`config.mk`:
```
export PLATFORM = sky130hd
export DESIGN_NAME = btn_conditioner
export DESIGN_NICKNAME = d
export VERILOG_FILES = /design/src/rtl/btn_pkg.sv /design/src/rtl/btn_debounce_ch.sv /design/src/rtl/btn_conditioner.sv
export SDC_FILE = /design/constraint.sdc
export NUM_CORES = 1
export LEC_CHECK = 0
export BUFFER_PORTS_ARGS = -buffer_cell sky130_fd_sc_hd__buf_2
export CAP_MARGIN = 10
export CORE_ASPECT_RATIO = 1.1
export CORE_MARGIN = 5
export CORE_UTILIZATION = 50
export DETAILED_ROUTE_END_ITERATION = 7
export HOLD_SLACK_MARGIN = 0.15
export PLACE_DENSITY = 0.66
export SLEW_MARGIN = 5
export SYNTH_ARGS = -nofsm -noshare
export SYNTH_HDL_FRONTEND = slang
export SYNTH_SLANG_ARGS = --single-unit
```
`constraint.sdc`:
```
create_clock -name clk -period 2.2 [get_ports clk]
set_input_delay 0.11 -clock clk [delete_from_list [all_inputs] [get_ports clk]]
set_output_delay 0.11 -clock clk [all_outputs]
set_load 0.005 [all_outputs]
```
`src/rtl/btn_pkg.sv`:
```
`default_nettype none
// +----------------------------------------------------------------------+
// | btn_pkg : shared types, default timing constants and a width helper  |
// |           for the push-button conditioning slice.                    |
// | Revision: 1.0                                                        |
// +----------------------------------------------------------------------+
package btn_pkg;

   typedef enum logic [0:0] {
      ST_STABLE  = 1'b0,
      ST_PENDING = 1'b1
   } db_state_t;

   localparam int c_db_cycles_default   = 1_000_000;
   localparam int c_hold_cycles_default = 50_000_000;

   // Bits needed to hold values 0..max_val inclusive.
   function automatic int cnt_w(input int max_val);
      return (max_val < 1) ? 1 : $clog2(max_val + 1);
   endfunction

endpackage
`default_nettype wire

```
`src/rtl/btn_debounce_ch.sv`:
```
`default_nettype none
// +----------------------------------------------------------------------+
// | btn_debounce_ch : one button channel - synchronizer, debounce FSM,   |
// |                   rise/fall pulse registers and long-press counter.  |
// | Revision: 1.0                                                        |
// +----------------------------------------------------------------------+
module btn_debounce_ch
   import btn_pkg::*;
#(
   parameter int SYNC_STAGES = 2,
   parameter int DB_CYCLES   = c_db_cycles_default,
   parameter int HOLD_CYCLES = c_hold_cycles_default
) (
   input  logic clk,
   input  logic rst,
   input  logic raw,
   output logic db,
   output logic rise,
   output logic fall,
   output logic hold
);

   localparam int c_cnt_w  = cnt_w(DB_CYCLES);
   localparam int c_hcnt_w = cnt_w(HOLD_CYCLES);
   localparam logic [c_cnt_w-1:0]  c_db_last  = c_cnt_w'(DB_CYCLES - 1);
   localparam logic [c_hcnt_w-1:0] c_hold_max = c_hcnt_w'(HOLD_CYCLES);

   logic [SYNC_STAGES-1:0] r_sync;
   db_state_t              r_state;
   db_state_t              w_state_nxt;
   logic [c_cnt_w-1:0]     r_cnt;
   logic [c_hcnt_w-1:0]    r_hcnt;
   logic                   r_db;
   logic                   r_rise;
   logic                   r_fall;
   logic                   w_s;
   logic                   w_diff;
   logic                   w_accept;

   assign w_s    = r_sync[SYNC_STAGES-1];
   assign w_diff = w_s ^ r_db;

   always_ff @(posedge clk) begin
      if (rst) begin
         r_sync  <= '0;
         r_state <= ST_STABLE;
         r_cnt   <= '0;
         r_hcnt  <= '0;
         r_db    <= 1'b0;
         r_rise  <= 1'b0;
         r_fall  <= 1'b0;
      end else begin
         r_sync  <= {r_sync[SYNC_STAGES-2:0], raw};
         r_state <= w_state_nxt;
         // Any agreeing sample restarts the consecutive-sample count.
         if (w_accept || !w_diff)
            r_cnt <= '0;
         else
            r_cnt <= r_cnt + c_cnt_w'(1);
         if (w_accept)
            r_db <= w_s;
         r_rise <= w_accept & w_s;
         r_fall <= w_accept & ~w_s;
         // Clearing on the falling accept drops hold together with db.
         if (!r_db || w_accept)
            r_hcnt <= '0;
         else if (r_hcnt != c_hold_max)
            r_hcnt <= r_hcnt + c_hcnt_w'(1);
      end
   end

   always_comb begin
      w_state_nxt = r_state;
      case (r_state)
         ST_STABLE:  if (w_diff && !w_accept) w_state_nxt = ST_PENDING;
         ST_PENDING: if (!w_diff || w_accept) w_state_nxt = ST_STABLE;
         default:    w_state_nxt = ST_STABLE;
      endcase
   end

   always_comb begin
      w_accept = 1'b0;
      case (r_state)
         ST_STABLE:  w_accept = w_diff && (DB_CYCLES == 1);
         ST_PENDING: w_accept = w_diff && (r_cnt == c_db_last);
         default:    w_accept = 1'b0;
      endcase
   end

   assign db   = r_db;
   assign rise = r_rise;
   assign fall = r_fall;
   assign hold = (r_hcnt == c_hold_max);

endmodule
`default_nettype wire

```
`src/rtl/btn_conditioner.sv`:
```
`default_nettype none
// +----------------------------------------------------------------------+
// | btn_conditioner : N_BTN independent push-button conditioning chans.  |
// | Revision: 1.0                                                        |
// +----------------------------------------------------------------------+
module btn_conditioner
   import btn_pkg::*;
#(
   parameter int N_BTN       = 4,
   parameter int SYNC_STAGES = 2,
   parameter int DB_CYCLES   = c_db_cycles_default,
   parameter int HOLD_CYCLES = c_hold_cycles_default
) (
   input  logic             clk,
   input  logic             rst,
   input  logic [N_BTN-1:0] btn_raw,
   output logic [N_BTN-1:0] btn_db,
   output logic [N_BTN-1:0] btn_rise,
   output logic [N_BTN-1:0] btn_fall,
   output logic [N_BTN-1:0] btn_hold
);

   generate
      for (genvar i = 0; i < N_BTN; i++) begin : g_ch
         btn_debounce_ch #(
            .SYNC_STAGES (SYNC_STAGES),
            .DB_CYCLES   (DB_CYCLES),
            .HOLD_CYCLES (HOLD_CYCLES)
         ) u_ch (
            .clk  (clk),
            .rst  (rst),
            .raw  (btn_raw[i]),
            .db   (btn_db[i]),
            .rise (btn_rise[i]),
            .fall (btn_fall[i]),
            .hold (btn_hold[i])
         );
      end
   endgenerate

endmodule
`default_nettype wire

```
==> results.toml, run 1 <==
[status]
outcome = "finished clean"

[placed_design]
place_congestion = 0.784
port_buffers = 21
pre_cts_ws_ns = 0.267
place_inst = 1280
hpwl_um = 10800

[synthesis]
ys_top_cells_by_area = "dfxtp_1 45%, xor2_1 9.7%, nor2_1 8.8%"
synth_edf_count = 0
synth_top_area_share_pct = 45.5
synth_flop_cell = "dfxtp_1"
yosys_register_bits = 208
async_flop_share_pct = 0
syn_nets = 1060
ys_warn_count = 0
ys_types = 45
synth_area_sq_um = 9150
yosys.area.top_type = "dfxtp_1"
synthCells = 1042
synth.avg_cell_area_sq_um = 8.78
synth-seq-area-share_pct = 45.5

[final_layout]
final_cells = 1329
regArea_sq_um = 4160
num-fill-cells = 1632
multi_input_area_sq_um = 4600
drive_gt1_share_pct = 8.10
layout.nets = 1089
num_antenna_cells = 0
fin_util_pct = 56.7
syn_to_final_growth_pct = 12.8

[timing]
relSlewSlack_pct = 66.0
hold_violations = 0
tns_ns = 0
setup_violations = 0
worst_slack_ns = 0.0784
slew_violations = 0
finalClockSkew_ns = 0.0109
tightest_slew_ns = 0.506
period_minus_slack_ns = 2.12
fin_crit_sh_pct = 96.4
whs_ns = 0.443
max_freq_mhz = 471

[route]
vias = 6770
drtIter0Drc = 235
route.detailed.drc = 0
wl_per_cell_um = 12.4
viasPerCell = 5.09
first_pass_iters = 4
final_antenna_net_count = 0
drt_wl_total_um = 16500

[global_routing]
grt_pass1_vias = 6623
grt_usage_pct = 15.3
grt_max_degree = 28
grt_pass1_wl_um = 29000
antenna_found_initial = 0
grt_remaining_overflow = 0

[setup_path]
path_buf_inv = 2
path_delay_family = "simple AND/OR/NAND/NOR gates"
rr_startpoint = "g_ch[2].u_ch.r_hcnt[0]"
critPathMaxStageDelay_ns = 0.50
cp_max_fo = 4
critical_path_class = "reg2out"
slowest_stage = "or4bb_1"
cp.arrival_ns = 2.01
startpoint = "g_ch[2].u_ch.r_hcnt[0]"
path_cells = "inv_1 > ha_1 > or4bb_1 > nor4_2 > buf_2"
cp-end-kind = "primary output"
critPathLaunchType = "register"
required_ns = 2.09

[die]
die_w_um = 139
core_area_sq_um = 18200
die_area_sq_um = 21100
io_pins = 22
die_h_um = 152
std_cell_rows = 52
initial_core_util_pct = 50.2

[clocking]
worstSkewPairLatency_ns = 0.50
root_buffer = "clkbuf_16"
clkSinkCount = 208
cts_buffers = 23
cts_max_level = 1
cts_tree = "yes"
cts.clk_slew.worst_paths_ns = 0.06
postCtsSetupBuffers = 0
cts_buffer_depth = 3

[power_and_ir_drop]
peakVddDrop_mv = 0.511
powerDensity_nw_per_um2 = 739
p_leak_nw = 3.40

[hold_path]
hold_start = "g_ch[2].u_ch.r_cnt[0]"
worstHoldPathType = "reg2reg"

[run]
maxCapViolations = 0
power by group:
part,switching (W),leakage [nW],internal (W)
combinational,0.0000288,1.35,0.0000254
sequential,0.00000642,1.68,0.00378
clock,0.00145,0.370,0.00234
cells by family (layout without fill, tap and decap cells):
group / Yosys count / count (layout) / synth area share, %
and+or+nand+nor: 555 / 555 / 30.9
DFF: 208 / 208 / 45.5
xor gates and xnor gates: 170 / 170 / 16.3
buffers and inverters: 79 / 123 / 4.28
adders and majority gates: 12 / 12 / 1.64
AOI/OAI and AO/OA: 12 / 12 / 0.793
muxes: 6 / 6 / 0.670
worst paths after layout:
kind	depth (start not counted)	to	slack, ns
setup / recovery	5	btn_hold[2]	0.08
hold / removal	1	g_ch[2].u_ch.r_cnt[0]	0.44
setup reg to reg	7	g_ch[2].u_ch.r_hcnt[1]	0.22
hold reg to reg	1	g_ch[2].u_ch.r_cnt[0]	0.44
final cells by class:
class | instances | share of cell area [%]
clock buffers | 30 | 6.02
flip-flops and latches | 208 | 40.3
well taps | 243 | 2.94
repair buffers | 48 | 3.56
clock inverters | 10 | 1.27
inverters | 35 | 1.27
multi-input cells | 755 | 44.6
cell usage in the layout, fill, tap and decap left out, types with 4 or more instances in the layout:
cell / Yosys / final
or3_1: 7 / 7
dlygate4sd3_1: 0 / 9
inv_1: 35 / 35
nor3_1: 27 / 27
nor4b_1: 9 / 9
and4_1: 19 / 19
dfxtp_1: 208 / 208
xor2_1: 101 / 101
nor2b_1: 8 / 8
nand2_1: 57 / 57
buf_4: 20 / 15
nor2_1: 214 / 214
nand3_1: 72 / 72
a21oi_1: 5 / 5
ha_1: 12 / 12
clkbuf_1: 13 / 5
xnor2_1: 69 / 69
nand4_1: 50 / 50
nand3b_1: 4 / 4
and3_1: 24 / 24
clkbuf_16: 0 / 23
buf_2: 10 / 21
clkinv_2: 0 / 5
mux2i_1: 5 / 5
and2_1: 7 / 7
nor4_1: 26 / 25
nand2b_1: 6 / 6
or4_1: 4 / 4
state kept, by name (all words and copies together), names as in the netlist:
signal	cells
g_ch.u_ch.db	4
g_ch.u_ch.rise	4
g_ch.u_ch.r_hcnt	104
g_ch.u_ch.r_cnt	80
g_ch.u_ch.r_state	4
g_ch.u_ch.fall	4
g_ch.u_ch.r_sync	8
Yosys cell counts (all sizes together), types with 9 or more instances:
cell    count
and4       19
nor2      215
and3       26
ha         12
nor4       27
inv        35
xnor2      69
nand2      57
buf        31
nand4      51
nand3      73
xor2      101
clkbuf     13
nor4b       9
dfxtp     208
nor3       28
timing repair:
item | CTS | global route
hold buffers | 9 | 0
resized for setup | 0 | 1
setup endpoints to repair | 0 | 1
hold endpoints to repair | 10 | 0
layer usage:
metal  vias to the layer above  wire [um]  global-route usage [%]
met1                      3136       7990                    19.3
met4                         0        279                    3.68
met2                        59       7720                    27.1
li1                       3552          -                       -
met3                        23        487                    2.89
met5                         -          0                       0
metrics by stage:
| step | cell area, sq um | power, W |
|---|---|---|
| final | 10300 | 0.00763 |
| after global routing | 10300 | 0.00792 |
| after CTS | 10300 | 0.00775 |
| after detailed placement | 9480 | 0.00391 |
| after global placement | 9480 | 0.00391 |
| after floorplan | 9150 | 0.00389 |
Power figures use the tool's default switching activity.
==> inputs of run 2 (changes only) <==
Settings changed: SYNTH_HIERARCHICAL set to 1.
==> run 2 against run 1 <==
Setup slack better by 0.048 ns. Sequential cell count unchanged. Design area grew 5.1%. Critical endpoint unchanged. Die area up 5.7%. Largest power group is now registers. Synthesized cell count increased by 4.8%. Hold slack lost 0.090 ns.
==> results.toml, run 2 <==
[clocking]
cts_max_level = 1
root_buffer = "clkbuf_16"
postCtsSetupBuffers = 0
cts_buffers = 23
cts_buffer_depth = 3
cts.clk_slew.worst_paths_ns = 0.06
worstSkewPairLatency_ns = 0.51
clkSinkCount = 208
cts_tree = "yes"

[timing]
slew_violations = 0
finalClockSkew_ns = 0.0147
fin_crit_sh_pct = 94.3
worst_slack_ns = 0.126
hold_violations = 0
relSlewSlack_pct = 66.7
whs_ns = 0.354
setup_violations = 0
tns_ns = 0
period_minus_slack_ns = 2.07
rsz0062_at_grt = "false"
tightest_slew_ns = 0.498
max_freq_mhz = 482

[power_and_ir_drop]
internal_power_w = 0.00598
powerDensity_nw_per_um2 = 690
p_comb_share_pct = 0.7
clkPwrFrac_pct = 48.8
peakVddDrop_mv = 0.519
swShare_pct = 20.1
p_leak_nw = 3.30
p_sw_w = 0.00150
pwr-share-seq_pct = 50.5

[setup_path]
cp_max_fo = 6
critical_path_class = "reg2out"
required_ns = 2.09
cp.arrival_ns = 1.96
cp-end-kind = "primary output"
critPathLaunchType = "register"

[synthesis]
ys_warn_count = 6
synth.avg_cell_area_sq_um = 8.90
synth_top_area_share_pct = 42.9
synth.top_cells.by_count = "208 x dfxtp_1, 128 x nor2_1, 76 x a21oi_1"
yosysMostFrequentCell = "dfxtp_1"
yosys.area.top_type = "dfxtp_1"
synth_area_sq_um = 9710
ys_top_cells_by_area = "dfxtp_1 43%, xnor2_1 5.4%, nor2_1 4.9%"
syn_nets = 1110
ys_types = 39
synth_edf_count = 0
synth-seq-area-share_pct = 42.9
synthCells = 1092
yosys_register_bits = 208
async_flop_share_pct = 0
synth_flop_cell = "dfxtp_1"

[hold_path]
worstHoldPathType = "in2reg"

[final_layout]
drive_gt1_share_pct = 10.4
final_cell_mix = "206 x dfxtp_1, 127 x nor2_1, 76 x a21oi_1, 60 x xnor2_1"
regMostFlops = "g_ch.u_ch/r_hcnt"
num_antenna_cells = 0
largest_registers = "g_ch.u_ch/r_hcnt (104), g_ch.u_ch/r_cnt (80), g_ch.u_ch/r_sync (8)"
syn_to_final_growth_pct = 11.7
largest_register_ffs = 104
final_common_cell = "dfxtp_1"
layout.nets = 1144
fin_util_pct = 56.8

[die]
die_h_um = 156
io_pins = 22
std_cell_rows = 53
die_area_sq_um = 22300
initial_core_util_pct = 50.9
core_area_sq_um = 19100
die_w_um = 143

[global_routing]
grt_usage_pct = 16.4
grt_max_degree = 27
grt_pass1_wl_um = 32300
grt_remaining_overflow = 0
antenna_found_initial = 0
grt_pass1_vias = 7339

[route]
route.detailed.drc = 0
viasPerCell = 5.55
drtIter0Drc = 313
vias = 7712
wl_per_cell_um = 12.9
first_pass_iters = 4
drt_wl_total_um = 18000
final_antenna_net_count = 0

[status]
outcome = "finished clean"

[placed_design]
port_buffers = 21
pre_cts_ws_ns = 0.232
place_congestion = 0.760
hpwl_um = 11900

[run]
maxCapViolations = 0
## run 2: cell count changes after synthesis, moves of 13 or more
cell | previous run | this run
nand3_1 | 72 | 48
inv_1 | 35 | 48
xor2_1 | 101 | 40
buf_4 | 20 | 4
nor2_1 | 214 | 128
a21oi_1 | 5 | 76
o31ai_1 | 3 | 40
o21ai_0 | 2 | 44
nand4_1 | 50 | 36
or3_1 | 7 | 36
or4_1 | 4 | 40
## run 2: final cells by class
type                       count  area, sq um
clock buffer                  35          661
fill                        1744         8240
multi-input combinational    800         5180
timing repair buffer          45          303
tap                          247          309
sequential                   208         4170
clock inverter                 6         58.8
inverter                      48          180
## run 2: cell families (layout without fill, tap and decap cells)
| logic type | count (synthesis) | after routing | synth area share (%) |
|---|---|---|---|
| flip-flops | 208 | 208 | 42.9 |
| AND/OR/NAND/NOR | 516 | 516 | 32.4 |
| XOR/XNOR | 100 | 100 | 9.02 |
| adder cells (fa/ha/maj) | 12 | 12 | 1.55 |
| buffers and inverters | 84 | 134 | 3.92 |
| AO/OA/AOI/OAI | 172 | 172 | 10.3 |
## run 2: power groups by stage
stage               combinational [W]  sequential (W)  clock [W]
floorplan                   0.0000227         0.00387          0
global placement            0.0000434         0.00387          0
detailed placement          0.0000438         0.00387          0
CTS                         0.0000532         0.00378    0.00378
global route                0.0000596         0.00378    0.00393
finish                      0.0000524         0.00378    0.00365
## run 2: final timing paths
kind                                  end  slack, ns                     from  cells past startpoint
setup / recovery              btn_hold[2]       0.13  g_ch[2].u_ch/r_hcnt[20]                      4
hold / removal     g_ch[1].u_ch/r_sync[0]       0.35               btn_raw[1]                      3
setup reg to reg  g_ch[2].u_ch/r_hcnt[25]       0.24   g_ch[2].u_ch/r_hcnt[2]                      4
hold reg to reg    g_ch[0].u_ch/r_sync[1]       0.44   g_ch[0].u_ch/r_sync[0]                      1
## run 2: through the flow
step           total power (W)  cell area (sq um)  instances
6_report               0.00749              10900       1389
4_1_cts                0.00762              10800       1389
5_1_grt                0.00777              10900       1389
2_1_floorplan          0.00389               9710       1092
3_3_place_gp           0.00391              10100       1341
3_5_place_dp           0.00391              10100       1341
## run 2: routing by layer
layer  track usage, %  wire length (um)  share of wire [%]
met5                0                 0                  0
met4             4.53               287                1.6
met3             2.70               537                3.0
met2             28.0              8300                 46
met1             21.5              8830                 49
## run 2: timing repair
| item | 4_1_cts | 5_1_grt |
|---|---|---|
| hold endpoints to repair | 13 | 0 |
| resized for setup | 0 | 4 |
| setup endpoints to repair | 0 | 2 |
| hold buffers | 7 | 0 |
## run 2: worst max-delay path, stage by stage (launching register included)
cell     delay (ns)
dfxtp_1        0.40
nand4_1        0.21
or4_4          0.58
nor2_2         0.13
buf_2          0.13
